`config.mk`:
```
export PLATFORM = sky130hd
export DESIGN_NAME = bit_count_param
export DESIGN_NICKNAME = d
export VERILOG_FILES = /design/src/rtl/bit_count_pkg.sv /design/src/rtl/bit_count_datapath.sv /design/src/rtl/bit_count_param.sv
export SDC_FILE = /design/constraint.sdc
export NUM_CORES = 1
export LEC_CHECK = 0
export CAP_MARGIN = 25
export CORE_MARGIN = 5
export CORE_UTILIZATION = 35
export DETAILED_ROUTE_END_ITERATION = 7
export PLACE_DENSITY = 0.63
export SYNTH_ARGS = -nofsm -noshare
export SYNTH_HDL_FRONTEND = slang
export SYNTH_SLANG_ARGS = --single-unit
```
`constraint.sdc`:
```
create_clock -name clk -period 2.5 [get_ports clk]
set_input_delay 0.25 -clock clk [delete_from_list [all_inputs] [get_ports clk]]
set_output_delay 0.25 -clock clk [all_outputs]
set_load 0.01 [all_outputs]
```
`src/rtl/bit_count_pkg.sv`:
```
// -----------------------------------------------------------------------------
// bit_count_pkg
// Shared types and helpers for the bit_count_param block.
//   bc_state_t : controller state (IDLE, COUNT, DONE)
//   POP_MAX_W  : widest slice the popcount helper accepts
//   popcount() : number of set bits in a (zero-extended) slice
// -----------------------------------------------------------------------------
package bit_count_pkg;

    typedef enum logic [1:0] {
        IDLE  = 2'd0,
        COUNT = 2'd1,
        DONE  = 2'd2
    } bc_state_t;

    localparam int unsigned POP_MAX_W = 64;

    // Callers zero-extend their STEP-bit slice to POP_MAX_W bits.
    function automatic int unsigned popcount(input logic [POP_MAX_W-1:0] v);
        int unsigned c;
        c = 0;
        for (int i = 0; i < POP_MAX_W; i++) begin
            c = c + {31'd0, v[i]};
        end
        return c;
    endfunction

endpackage

```
`src/rtl/bit_count_datapath.sv`:
```
// -----------------------------------------------------------------------------
// bit_count_datapath
// Working shift register A plus the result accumulator.
//   clk, reset_n   : clock, asynchronous active-low reset
//   i_load         : capture i_load_value into A and clear the result
//   i_enable       : one counting step (ignored once A is zero)
//   i_load_value   : operand already inverted for zero-count mode
//   o_a_zero       : A holds no set bits
//   o_result       : accumulated count
// -----------------------------------------------------------------------------
module bit_count_datapath
    import bit_count_pkg::*;
#(
    parameter int unsigned WIDTH = 8,
    parameter int unsigned STEP  = 1,
    parameter int unsigned CNT_W = $clog2(WIDTH + 1)
) (
    input  logic             clk,
    input  logic             reset_n,
    input  logic             i_load,
    input  logic             i_enable,
    input  logic [WIDTH-1:0] i_load_value,
    output logic             o_a_zero,
    output logic [CNT_W-1:0] o_result
);

    logic [WIDTH-1:0] r_a;
    logic [CNT_W-1:0] r_result;
    logic [CNT_W-1:0] w_step_cnt;

    // Set bits in the low STEP bits of A, widened to the accumulator width.
    assign w_step_cnt = CNT_W'(popcount(POP_MAX_W'(r_a[STEP-1:0])));
    assign o_a_zero   = (r_a == '0);
    assign o_result   = r_result;

    always_ff @(posedge clk or negedge reset_n) begin
        if (!reset_n) begin
            r_a      <= '0;
            r_result <= '0;
        end else if (i_load) begin
            r_a      <= i_load_value;
            r_result <= '0;
        end else if (i_enable && !o_a_zero) begin
            // Max total is WIDTH, which always fits in CNT_W bits.
            r_result <= r_result + w_step_cnt;
            r_a      <= r_a >> STEP;
        end
    end

endmodule

```
`src/rtl/bit_count_param.sv`:
```
// -----------------------------------------------------------------------------
// bit_count_param
// Counts the 1s (mode=0) or 0s (mode=1) of a WIDTH-bit word, STEP bits per
// clock, stopping early once no set bits remain in the working register.
//   clk, reset_n : clock, asynchronous active-low reset
//   start        : level request, sampled in IDLE and DONE
//   mode         : 0 = count ones, 1 = count zeros (sampled at load)
//   data         : operand (sampled at load)
//   result       : count, valid while done=1, held until the next load
//   busy         : high in COUNT
//   done         : high in DONE
//   o_dbg_state  : current controller state (bc_state_t encoding)
// Handshake: start is a level; a load happens on the first edge that sees
// start=1 in IDLE. done stays high until start is seen low, so one start
// level yields exactly one operation.
// Optional macro BIT_COUNT_SYNC_EN: start passes through a 2-flop
// synchroniser first, adding 2 cycles to every start-relative latency.
// -----------------------------------------------------------------------------
module bit_count_param
    import bit_count_pkg::*;
#(
    parameter int unsigned WIDTH = 8,
    parameter int unsigned STEP  = 1,
    parameter int unsigned CNT_W = $clog2(WIDTH + 1)
) (
    input  logic             clk,
    input  logic             reset_n,
    input  logic             start,
    input  logic             mode,
    input  logic [WIDTH-1:0] data,
    output logic [CNT_W-1:0] result,
    output logic             busy,
    output logic             done,
    output logic [1:0]       o_dbg_state
);

    generate
        if ((STEP == 0) || (WIDTH % STEP != 0) || (STEP > POP_MAX_W)) begin : g_bad_step
            $error("bit_count_param: STEP must be nonzero, divide WIDTH and not exceed POP_MAX_W");
        end
    endgenerate

    bc_state_t r_state;
    logic      w_start;
    logic      w_load;
    logic      w_enable;
    logic      w_a_zero;

`ifdef BIT_COUNT_SYNC_EN
    // start may come straight from a switch: two flops before the FSM.
    logic [1:0] r_start_sync;

    always_ff @(posedge clk or negedge reset_n) begin
        if (!reset_n) begin
            r_start_sync <= 2'b00;
        end else begin
            r_start_sync <= {r_start_sync[0], start};
        end
    end

    assign w_start = r_start_sync[1];
`else
    assign w_start = start;
`endif

    assign w_load      = (r_state == IDLE) && w_start;
    assign w_enable    = (r_state == COUNT);
    assign busy        = (r_state == COUNT);
    assign done        = (r_state == DONE);
    assign o_dbg_state = r_state;

    always_ff @(posedge clk or negedge reset_n) begin
        if (!reset_n) begin
            r_state <= IDLE;
        end else begin
            case (r_state)
                IDLE:    if (w_start)  r_state <= COUNT;
                COUNT:   if (w_a_zero) r_state <= DONE;
                DONE:    if (!w_start) r_state <= IDLE;
                default: r_state <= IDLE;
            endcase
        end
    end

    bit_count_datapath #(
        .WIDTH (WIDTH),
        .STEP  (STEP),
        .CNT_W (CNT_W)
    ) u_datapath (
        .clk          (clk),
        .reset_n      (reset_n),
        .i_load       (w_load),
        .i_enable     (w_enable),
        .i_load_value (mode ? ~data : data),
        .o_a_zero     (w_a_zero),
        .o_result     (result)
    );

endmodule

```
==> results.json <==
{
  "timing.critical_path.slowest_cell_delay_ns": 0.60,
  "final.setup_skew_ns": 0.00181,
  "timing.critical_path.required_ns": 2.25,
  "syn_inst": 84,
  "timing_worst_slew_pin_value_ns": 0.638,
  "status": "finished, final reports clean",
  "cp.buffers_inverters": 2,
  "cts.htree.levels": 1,
  "tns_ns": 0,
  "critical_path.endpoint_type": "primary output",
  "dr_wl_met2_um": 770,
  "cp.arrival_ns": 1.98,
  "tritoncts_num_sinks": 14,
  "synth_ff_type": "sky130_fd_sc_hd__dfrtp_1",
  "path_delay_family": "buffers and inverters",
  "timing.slew.headroom_pct": 57.4,
  "layout_min_cycle_time_ns": 2.23,
  "cts_root_buffer": "sky130_fd_sc_hd__clkbuf_4",
  "edff_count_synth": 0,
  "synthesis.nets": 98,
  "wire_per_inst_um": 12.6,
  "synth_cell_type_count": 29,
  "instances_no_fill": 129,
  "synth_top_area_cell": "sky130_fd_sc_hd__dfrtp_1",
  "ctsResizeCount": 0,
  "clock.fmax_ghz": 0.449,
  "seq_area_frac_synth_pct": 45.4,
  "layout.nets": 117,
  "vert_die_dim_um": 57.0,
  "post_cts_buffers": 0,
  "port_buffers": 19,
  "synthesis.area_per_instance_um2": 9.19,
  "clk_pin_slew_worst_paths_ns": 0.08,
  "synth-warning-count": 0,
  "place_worst_setup_slack_ns": 0.591,
  "detailroute.via_count": 667,
  "holdWs_ns": 0.363,
  "irDropWorstVdd_mv": 0.474,
  "rr_endpoint": "u_datapath.o_result[2]$_DFFE_PN0P_",
  "cp_max_fo": 12,
  "drt-met1-wl_um": 702,
  "timing.critical_path.cells": "nand2b_1, inv_1, clkdlybuf4s50_1",
  "period_share_pct": 89.0,
  "clock_tree_from_tritoncts": "built",
  "cts-hold-fix-buffers": 0,
  "post-synth-top-area-fraction_pct": 45.4,
  "core_um2": 2150,
  "setup_viol": 0,
  "critical_path.reg2reg.startpoint": "o_dbg_state[1]$_DFFE_PN0P_",
  "area_growth_pct": 29.3,
  "fillerInstances": 216,
  "route.detailed.vias_per_inst": 5.17,
  "rsz0062_at_grt": "no",
  "detailed_place_hpwl_um": 1180,
  "layout.area.seq_um2": 350,
  "worstHoldPathType": "input port to asynchronous set/reset pin",
  "gp_congestion": 0.816,
  "finalWirelength_um": 1630,
  "worstSetupPathType": "flip-flop to primary output",
  "insertedDiodeCount": 0,
  "fp.dieArea_um2": 3250,
  "ioPinCount": 20,
  "clock_path_buffers": 2,
  "timing.reg2reg.setup_slack_ns": 0.95,
  "report.final.hold_viol_count": 0,
  "met3WireLength_um": 105,
  "syn-cell-area_um2": 772,
  "insertion_delay_ns": 0.28,
  "post_route_drc_violation_count": 0,
  "total_leakage_power_nw": 0.426,
  "die_width_um": 57.0,
  "worst_path_max_delay_cell": "sky130_fd_sc_hd__clkdlybuf4s50_1",
  "globalRoute.totalOverflow": 0,
  "maxUsedRoutingLayer": "met4",
  "worstSetupStartpointType": "flip-flop",
  "core.rowCount": 17,
  "multiInputGateArea_um2": 397,
  "max_cap_check_violation_count": 0,
  "worst-r2r-cell-count": 4,
  "postSynthRegisterBits": 14,
  "grt_max_degree": 20,
  "final_cell_mix": "19 x sky130_fd_sc_hd__clkdlybuf4s50_1, 17 x sky130_fd_sc_hd__nand2_1, 14 x sky130_fd_sc_hd__dfrtp_1",
  "asyncSetResetFlopFracSynth_pct": 100,
  "power_per_cell_area_nw_per_um2": 1060,
  "firstDrtPassIters": 4,
  "post_route_cells_drive_above_1_share_pct": 5.94,
  "number_of_slew_limit_violations_in_the_final_report": 0,
  "placed_cells_incl_taps": 126,
  "numCtsBuffers": 3,
  "floorplan.initialDensity_pct": 35.9,
  "drtAntennaViolNets": 0,
  "first_global_vias": 652,
  "grt_pass1_wl_um": 2880,
  "antenna_found_initial": 0,
  "global_route.usage.total_pct": 11.6,
  "drt-initial-drc-count": 8,
  "setup_slack_ns": 0.274,
  "layout.cells.most_common": "sky130_fd_sc_hd__clkdlybuf4s50_1",
  "ranking_of_synthesized_cells_by_area": "sky130_fd_sc_hd__dfrtp_1 45%, sky130_fd_sc_hd__nand2_1 8.3%, sky130_fd_sc_hd__xor2_1 7.9%, sky130_fd_sc_hd__a31oi_1 4.9%, sky130_fd_sc_hd__ha_1 3.2%"
}
## synth_stat cells (2+ instances only)
library cell and n:
sky130_fd_sc_hd__a31oi_1 6, sky130_fd_sc_hd__buf_2 2, sky130_fd_sc_hd__clkbuf_1 2, sky130_fd_sc_hd__dfrtp_1 14
sky130_fd_sc_hd__ha_1 2, sky130_fd_sc_hd__mux2i_1 2, sky130_fd_sc_hd__nand2_1 17, sky130_fd_sc_hd__nand3_1 3
sky130_fd_sc_hd__nor2_1 6, sky130_fd_sc_hd__nor4_1 2, sky130_fd_sc_hd__o211ai_1 2, sky130_fd_sc_hd__o21ai_0 2
sky130_fd_sc_hd__or4_4 2, sky130_fd_sc_hd__xor2_1 7
## sequential cells by signal, summed over array words and instances (netlist names)
register / count
u_datapath.r_a: 8
o_dbg_state: 2
u_datapath.o_result: 4
## routing by layer
metal	vias up	track usage, %
li1	326	-
met4	0	8.94
met3	5	3.17
met1	308	14.4
met5	-	0
met2	28	17.0
## kinds of logic (layout without fill, tap and decap cells)
kind of cell	after synthesis	count (layout)	synth area share (%)
fa+ha+maj	2	2	3.24
compound gates	16	16	13.6
xor+xnor	8	8	9.08
mux	2	2	2.59
buf+inv	6	23	3.24
simple gates	36	36	22.9
flops	14	14	45.4
## how the worst max path moves through the flow
stage,start,endpoint,slack (ns),cells after the start
final,o_dbg_state[1]$_DFFE_PN0P_,busy,0.27,3
after global routing,o_dbg_state[1]$_DFFE_PN0P_,busy,0.16,3
after CTS,o_dbg_state[1]$_DFFE_PN0P_,busy,0.27,3
after detailed placement,o_dbg_state[1]$_DFFE_PN0P_,busy,0.59,3
after global placement,o_dbg_state[1]$_DFFE_PN0P_,busy,0.63,3
after floorplan,o_dbg_state[0]$_DFFE_PN0P_,u_datapath.r_a[7]$_DFFE_PN0P_,1.08,5
## metrics by stage
step	power (mW)	utilization (%)	instance area, um^2
2_1_floorplan	0.748	-	772
3_3_place_gp	0.917	45.4	976
3_5_place_dp	0.941	45.4	976
4_1_cts	1.07	46.5	998
5_1_grt	1.16	46.5	998
6_report	1.06	46.5	998
## power breakdown
part / internal, mW / switching, mW / leakage (nW) / total, mW
clock: 0.0559 / 0.0692 / 0.0138 / 0.125
sequential: 0.328 / 0.0991 / 0.175 / 0.427
combinational: 0.249 / 0.259 / 0.237 / 0.508
## area by class of cell
type,instances,area share (%)
Timing Repair Buffer,19,19.0
Sequential cell,14,35.1
Multi-Input combinational cell,64,39.7
Clock buffer,3,2.26
Inverter,1,0.376
Tap cell,28,3.51
Power figures use the tool's default switching activity.
